## config.mk

```make
export PLATFORM = sky130hd
export DESIGN_NAME = flb_dec
export DESIGN_NICKNAME = d
export VERILOG_FILES = /design/src/rtl/flb_dec.sv
export SDC_FILE = /design/constraint.sdc
export NUM_CORES = 1
export LEC_CHECK = 0
export CORE_MARGIN = 3
export CORE_UTILIZATION = 53
export CTS_CLUSTER_SIZE = 24
export DETAILED_ROUTE_END_ITERATION = 12
export PLACE_DENSITY = 0.84
export REMOVE_ABC_BUFFERS = 1
export SYNTH_ARGS = -nofsm -noshare
export SYNTH_HDL_FRONTEND = slang
export SYNTH_SLANG_ARGS = --single-unit
```

## constraint.sdc

```tcl
create_clock -name nsh_clk -period 4.8 [get_ports nsh_clk]
set_input_delay 0.72 -clock nsh_clk [delete_from_list [all_inputs] [get_ports nsh_clk]]
set_output_delay 0.72 -clock nsh_clk [all_outputs]
set_load 0.01 [all_outputs]
```

## src/rtl/flb_dec.sv

```systemverilog
// rtl/flb_dec.sv - FLB DCO thermometer decoder with per-reference-window accumulation
// Optional min/max tracking is enabled by defining FLB_DEC_MINMAX_EN.
module flb_dec #(
    parameter int CNT_W = 12,
    parameter int SUM_W = 21,
    parameter int ERR_W = 8
) (
    input  logic             nsh_clk,
    input  logic             rst,
    input  logic             ref_tick,
    input  logic [63:0]      mtrx_thrm,
    input  logic [2:0]       os_thrm,
    output logic [8:0]       inst_code,
    output logic             inst_vld,
    output logic             res_vld,
    output logic [SUM_W-1:0] res_sum,
    output logic [CNT_W-1:0] res_cnt,
    output logic [ERR_W-1:0] res_err_cnt,
    output logic             res_ovf,
    output logic [8:0]       code_min,
    output logic [8:0]       code_max,
    output logic             err_sticky
);
    typedef enum logic {IDLE, ACCUM} state_t;

    localparam logic [CNT_W-1:0] CNT_MAX = '1;
    localparam logic [ERR_W-1:0] ERR_MAX = '1;

    logic [63:0]      mtrx_q;
    logic [2:0]       os_q;
    logic             tick1_q, full1_q;

    logic [15:0]      row_p, row_n, col_on, col_off;
    logic [4:0]       p_cnt, c_cnt;
    logic [1:0]       o_cnt;
    logic             legal;
    logic [8:0]       code;

    logic [8:0]       code2_q;
    logic             vld2_q, bad2_q, tick2_q;

    state_t           state_q, state_d;
    logic [SUM_W-1:0] sum_q, sum_d, b_sum, res_sum_q, res_sum_d;
    logic [CNT_W-1:0] cnt_q, cnt_d, b_cnt, res_cnt_q, res_cnt_d;
    logic [ERR_W-1:0] err_q, err_d, b_err, res_err_q, res_err_d;
    logic             res_vld_q, res_vld_d, res_ovf_q, res_ovf_d;
    logic             sticky_q, sticky_d;

    assign row_p   = mtrx_q[63:48];
    assign row_n   = mtrx_q[47:32];
    assign col_on  = mtrx_q[31:16];
    assign col_off = mtrx_q[15:0];
    assign p_cnt   = 5'($countones(row_p));
    assign c_cnt   = 5'($countones(col_on));
    assign o_cnt   = 2'($countones(os_q));
    assign code    = {p_cnt, 4'b0000} + 9'(c_cnt) + 9'(o_cnt);

    // x & (x+1) == 0 is the LSB-contiguous test; once row_p is a thermometer,
    // the expected one-hot row_n is simply row_p + 1 (wrapping to 0 at full scale).
    always_comb begin
        legal = ((row_p & (row_p + 16'd1)) == 16'd0)
             && (row_n == row_p + 16'd1)
             && ((col_on & (col_on + 16'd1)) == 16'd0)
             && (col_off == ~col_on)
             && (!row_p[15] || (col_on == 16'd0))
             && ((os_q & (os_q + 3'd1)) == 3'd0);
    end

`ifdef FLB_DEC_MINMAX_EN
    logic [8:0] min_q, min_d, b_min, res_min_q, res_min_d;
    logic [8:0] max_q, max_d, b_max, res_max_q, res_max_d;
    assign code_min = res_min_q;
    assign code_max = res_max_q;
`else
    assign code_min = 9'd0;
    assign code_max = 9'd0;
`endif

    // The sample that travels with a tick opens the new window, so the
    // accumulation base is a fresh window whenever the tick is present.
    always_comb begin
        b_sum     = tick2_q ? '0 : sum_q;
        b_cnt     = tick2_q ? '0 : cnt_q;
        b_err     = tick2_q ? '0 : err_q;
        state_d   = state_q;
        sum_d     = sum_q;
        cnt_d     = cnt_q;
        err_d     = err_q;
        res_vld_d = 1'b0;
        res_sum_d = res_sum_q;
        res_cnt_d = res_cnt_q;
        res_err_d = res_err_q;
        res_ovf_d = res_ovf_q;
        sticky_d  = sticky_q | bad2_q;
`ifdef FLB_DEC_MINMAX_EN
        b_min     = tick2_q ? 9'd511 : min_q;
        b_max     = tick2_q ? 9'd0 : max_q;
        min_d     = min_q;
        max_d     = max_q;
        res_min_d = res_min_q;
        res_max_d = res_max_q;
`endif
        if (state_q == ACCUM || tick2_q) begin
            state_d = ACCUM;
            sum_d   = b_sum;
            cnt_d   = b_cnt;
            err_d   = b_err;
`ifdef FLB_DEC_MINMAX_EN
            min_d   = b_min;
            max_d   = b_max;
`endif
            if (vld2_q && (b_cnt != CNT_MAX)) begin
                sum_d = b_sum + SUM_W'(code2_q);
                cnt_d = b_cnt + CNT_W'(1);
`ifdef FLB_DEC_MINMAX_EN
                if (code2_q < b_min) min_d = code2_q;
                if (code2_q > b_max) max_d = code2_q;
`endif
            end
            if (bad2_q && (b_err != ERR_MAX)) begin
                err_d = b_err + ERR_W'(1);
            end
        end
        if (state_q == ACCUM && tick2_q) begin
            res_vld_d = 1'b1;
            res_sum_d = sum_q;
            res_cnt_d = cnt_q;
            res_err_d = err_q;
            res_ovf_d = (cnt_q == CNT_MAX) || (err_q == ERR_MAX);
`ifdef FLB_DEC_MINMAX_EN
            res_min_d = (cnt_q == '0) ? 9'd0 : min_q;
            res_max_d = (cnt_q == '0) ? 9'd0 : max_q;
`endif
        end
    end

    always_ff @(posedge nsh_clk) begin
        if (rst) begin
            mtrx_q    <= '0;
            os_q      <= '0;
            tick1_q   <= 1'b0;
            full1_q   <= 1'b0;
            code2_q   <= '0;
            vld2_q    <= 1'b0;
            bad2_q    <= 1'b0;
            tick2_q   <= 1'b0;
            state_q   <= IDLE;
            sum_q     <= '0;
            cnt_q     <= '0;
            err_q     <= '0;
            res_vld_q <= 1'b0;
            res_sum_q <= '0;
            res_cnt_q <= '0;
            res_err_q <= '0;
            res_ovf_q <= 1'b0;
            sticky_q  <= 1'b0;
`ifdef FLB_DEC_MINMAX_EN
            min_q     <= '0;
            max_q     <= '0;
            res_min_q <= '0;
            res_max_q <= '0;
`endif
        end else begin
            mtrx_q    <= mtrx_thrm;
            os_q      <= os_thrm;
            tick1_q   <= ref_tick;
            full1_q   <= 1'b1;
            code2_q   <= (legal && full1_q) ? code : 9'd0;
            vld2_q    <= legal && full1_q;
            bad2_q    <= !legal && full1_q;
            tick2_q   <= tick1_q;
            state_q   <= state_d;
            sum_q     <= sum_d;
            cnt_q     <= cnt_d;
            err_q     <= err_d;
            res_vld_q <= res_vld_d;
            res_sum_q <= res_sum_d;
            res_cnt_q <= res_cnt_d;
            res_err_q <= res_err_d;
            res_ovf_q <= res_ovf_d;
            sticky_q  <= sticky_d;
`ifdef FLB_DEC_MINMAX_EN
            min_q     <= min_d;
            max_q     <= max_d;
            res_min_q <= res_min_d;
            res_max_q <= res_max_d;
`endif
        end
    end

    assign inst_code   = code2_q;
    assign inst_vld    = vld2_q;
    assign res_vld     = res_vld_q;
    assign res_sum     = res_sum_q;
    assign res_cnt     = res_cnt_q;
    assign res_err_cnt = res_err_q;
    assign res_ovf     = res_ovf_q;
    assign err_sticky  = sticky_q;
endmodule

```

==> results.yml <==
clock_tree:
  cts_hold_buf: 0
  clkSlewWorstSetupHoldPaths_ns: 0.07
  root_buffer: "clkbuf_16"
  clock_latency_ns: 0.43
  clk_path_buf_depth: 2
  cts.htree.levels: 4
  cts.sinks: 167
  cts_tree: "done"
  numCtsBuffers: 17
timing:
  hold_slack_ns: 0.4315
  finalCriticalPeriod_ns: 4.491
  maxSlewHeadroom_pct: 46.09
  rsz0062_at_grt: "no"
  setup_tns_ns: 0
  tightest_slew_ns: 0.8049
  slew_viol_final: 0
  fin_crit_sh_pct: 93.57
  fmax_mhz: 222.7
  finClkSkew_ns: 0.008062
  finalHoldViolations: 0
  setup_slack_ns: 0.3087
  setup_viol: 0
yosys:
  synthFlopType: "dfxtp_1"
  ys_seq_elements: 167
  syn-cell-area_sq_um: 7996
  syn_inst: 895
  async_flop_share_pct: 0
  synth.avg_cell_area_sq_um: 8.935
  synth_warnings: 0
  synth-edff-count: 0
  yosysUniqueCellTypes: 58
  synth-seq-area-share_pct: 41.81
global_route:
  grt_pass1_vias: 6238
  grt.total_usage_pct: 21.45
  grt_first_pass_wirelength_um: 28480
  antenna_found_initial: 0
  grt_max_degree: 72
  grt_overflow: 0
floorplanning:
  die-area_sq_um: 16600
  dieHeight_um: 128.8
  num_rows: 44
  pin_count: 142
  start_util_pct: 54.61
  die_w_um: 128.8
  core_area_sq_um: 14640
final_layout:
  multi_input_area_sq_um: 4197
  fin_nets: 1147
  syn2layout_area_growth_pct: 23.91
  regArea_sq_um: 3344
  final_cell_mix: "dfxtp_1, nand2_1, clkdlybuf4s50_1"
  diodes: 0
  drive_above_1_share_pct: 4.492
  utilization_pct: 67.66
  layout_commonest_cell: "dfxtp_1"
  nFillCells: 1174
job:
  maxCapViolations: 0
route:
  num_vias: 6206
  drt-total-wl_um: 17120
  antenna_left: 0
  avgViaCountPerCell: 5.137
  drc: 0
  firstDrtPassIters: 5
  drt_iter0_markers: 434
  wl_per_cell_um: 14.17
power_and_ir_drop:
  pwr-share-seq_pct: 43.3
  clockPowerShare_pct: 41.4
  finalPower_mw: 3.354
  ir_drop_uv: 286.1
  p_sw_share_pct: 25.19
  pwr-share-comb_pct: 15.3
  power_density_nw_per_um2: 338.5
  netSwitchingPower_mw: 0.8448
  intPower_mw: 2.509
  p_leak_nw: 3.853
placed_design:
  place.gp.congestion: 0.8637
  portBuffers: 123
  post-dp-hpwl_um: 12600
  place_ws_ns: 0.2875
setup_path:
  path_max_fanout: 4
  required_ns: 5.17
  crit_path_end_kind: "register"
  worstSetupStartpointType: "register"
  path_class: "reg -> reg"
  cp.arrival_ns: 4.86
min_path:
  hold_class: "reg -> reg"
status:
  status: "completed"
==> synth_stat cells (2+ instances only) <==
cell       instances  area, sq um
o41ai_1            2        17.52
nand3_1           15        75.07
xnor2_1           33        289.0
xor2_1            28        245.2
a2111oi_0          3        26.28
nand4_1           17        106.4
buf_2              3        15.01
ha_1              42        525.5
o21bai_1           2        15.01
nor4_1            10        62.56
buf_1              2        7.510
a21o_1             7        52.55
and4_1             3        26.28
dfxtp_1          167         3343
nand2b_1           4        25.02
nor3b_1            2        15.01
a21oi_1           64        320.3
o21ai_0           16        80.08
and4b_1            3        30.03
inv_1             71        266.5
and2_1             5        31.28
a41oi_1            2        17.52
nand2_1          124        465.5
nor2b_1           84        525.5
o211ai_1           6        45.04
fa_1              24        480.5
clkbuf_1          24        90.09
and3_1             8        50.05
nor2_1            60        225.2
a211oi_1           2        15.01
buf_4             18        135.1
nor3_1             6        30.03
or3_1              7        43.79
a22oi_1            6        45.04
nor4_4             2        42.54
==> final timing paths <==
check              from  slack [ns]           end  cells after the start
min             tick1_q        0.43       tick2_q                      1
max          mtrx_q[16]        0.31  inst_code[8]                     15
max reg2reg  mtrx_q[16]        0.31  inst_code[8]                     15
min reg2reg     tick1_q        0.43       tick2_q                      1
==> worst max-delay path, cell delays in order (launching register included) <==
cell      delay [ns]
dfxtp_1         0.40
inv_1           0.12
fa_1            0.58
fa_1            0.45
fa_1            0.49
fa_1            0.51
fa_1            0.43
fa_1            0.36
inv_1           0.09
fa_1            0.21
a21oi_1         0.07
o21bai_1        0.20
nand3_1         0.12
nor2_1          0.18
a22oi_1         0.12
nor2_1          0.09
==> timing repair <==
item | 4_1_cts | 5_1_grt
endpoints found under the setup margin | 0 | 1
setup buffers | 0 | 0
resized for setup | 0 | 1
==> layer usage <==
metal / GRT usage, % / up-vias / part of all wire, %
li1: - / 3144 / -
met1: 25.48 / 2838 / 43
met5: 0 / - / 0
met4: 8.586 / 0 / 2.4
met3: 4.691 / 38 / 5.1
met2: 37.65 / 186 / 50
==> cells by family after synthesis <==
kind of cell	synth area share (%)
xor+xnor	6.681
fa+ha+maj	12.58
simple gates	22.66
compound gates	9.545
flops	41.81
mux	0.1408
other cells	0.04690
buf+inv	6.540
==> registers in the layout (all words and copies together) (netlist names) <==
name,cells
res_ovf,1
mtrx_q,64
sum_q,21
cnt_q,12
bad2_q,1
err_sticky,1
os_q,3
inst_vld,1
err_q,8
res_vld,1
res_sum,21
tick2_q,1
res_err_cnt,8
res_cnt,12
state_q,1
full1_q,1
inst_code,9
tick1_q,1
==> layout make-up <==
type | instances | share of cell area (%)
Inverter | 72 | 2.728
Sequential cell | 167 | 33.75
Clock inverter | 10 | 1.477
Timing Repair Buffer | 128 | 12.78
Clock buffer | 22 | 4.584
Tap cell | 184 | 2.324
Multi-Input combinational cell | 625 | 42.35
==> power groups by stage <==
stage	clock [mW]	sequential, mW	combinational (mW)
final	1.39	1.45	0.514
after global routing	1.46	1.46	0.587
after CTS	1.41	1.45	0.524
after detailed placement	0	1.48	0.515
after global placement	0	1.48	0.488
after floorplan	0	1.47	0.360
==> metrics by stage <==
stage	std cells	cell area, sq um
after floorplan	864	7807
after global placement	1176	9306
after detailed placement	1176	9306
after CTS	1208	9907
after global routing	1208	9908
final	1208	9908
(Power assumes the default switching activity.)
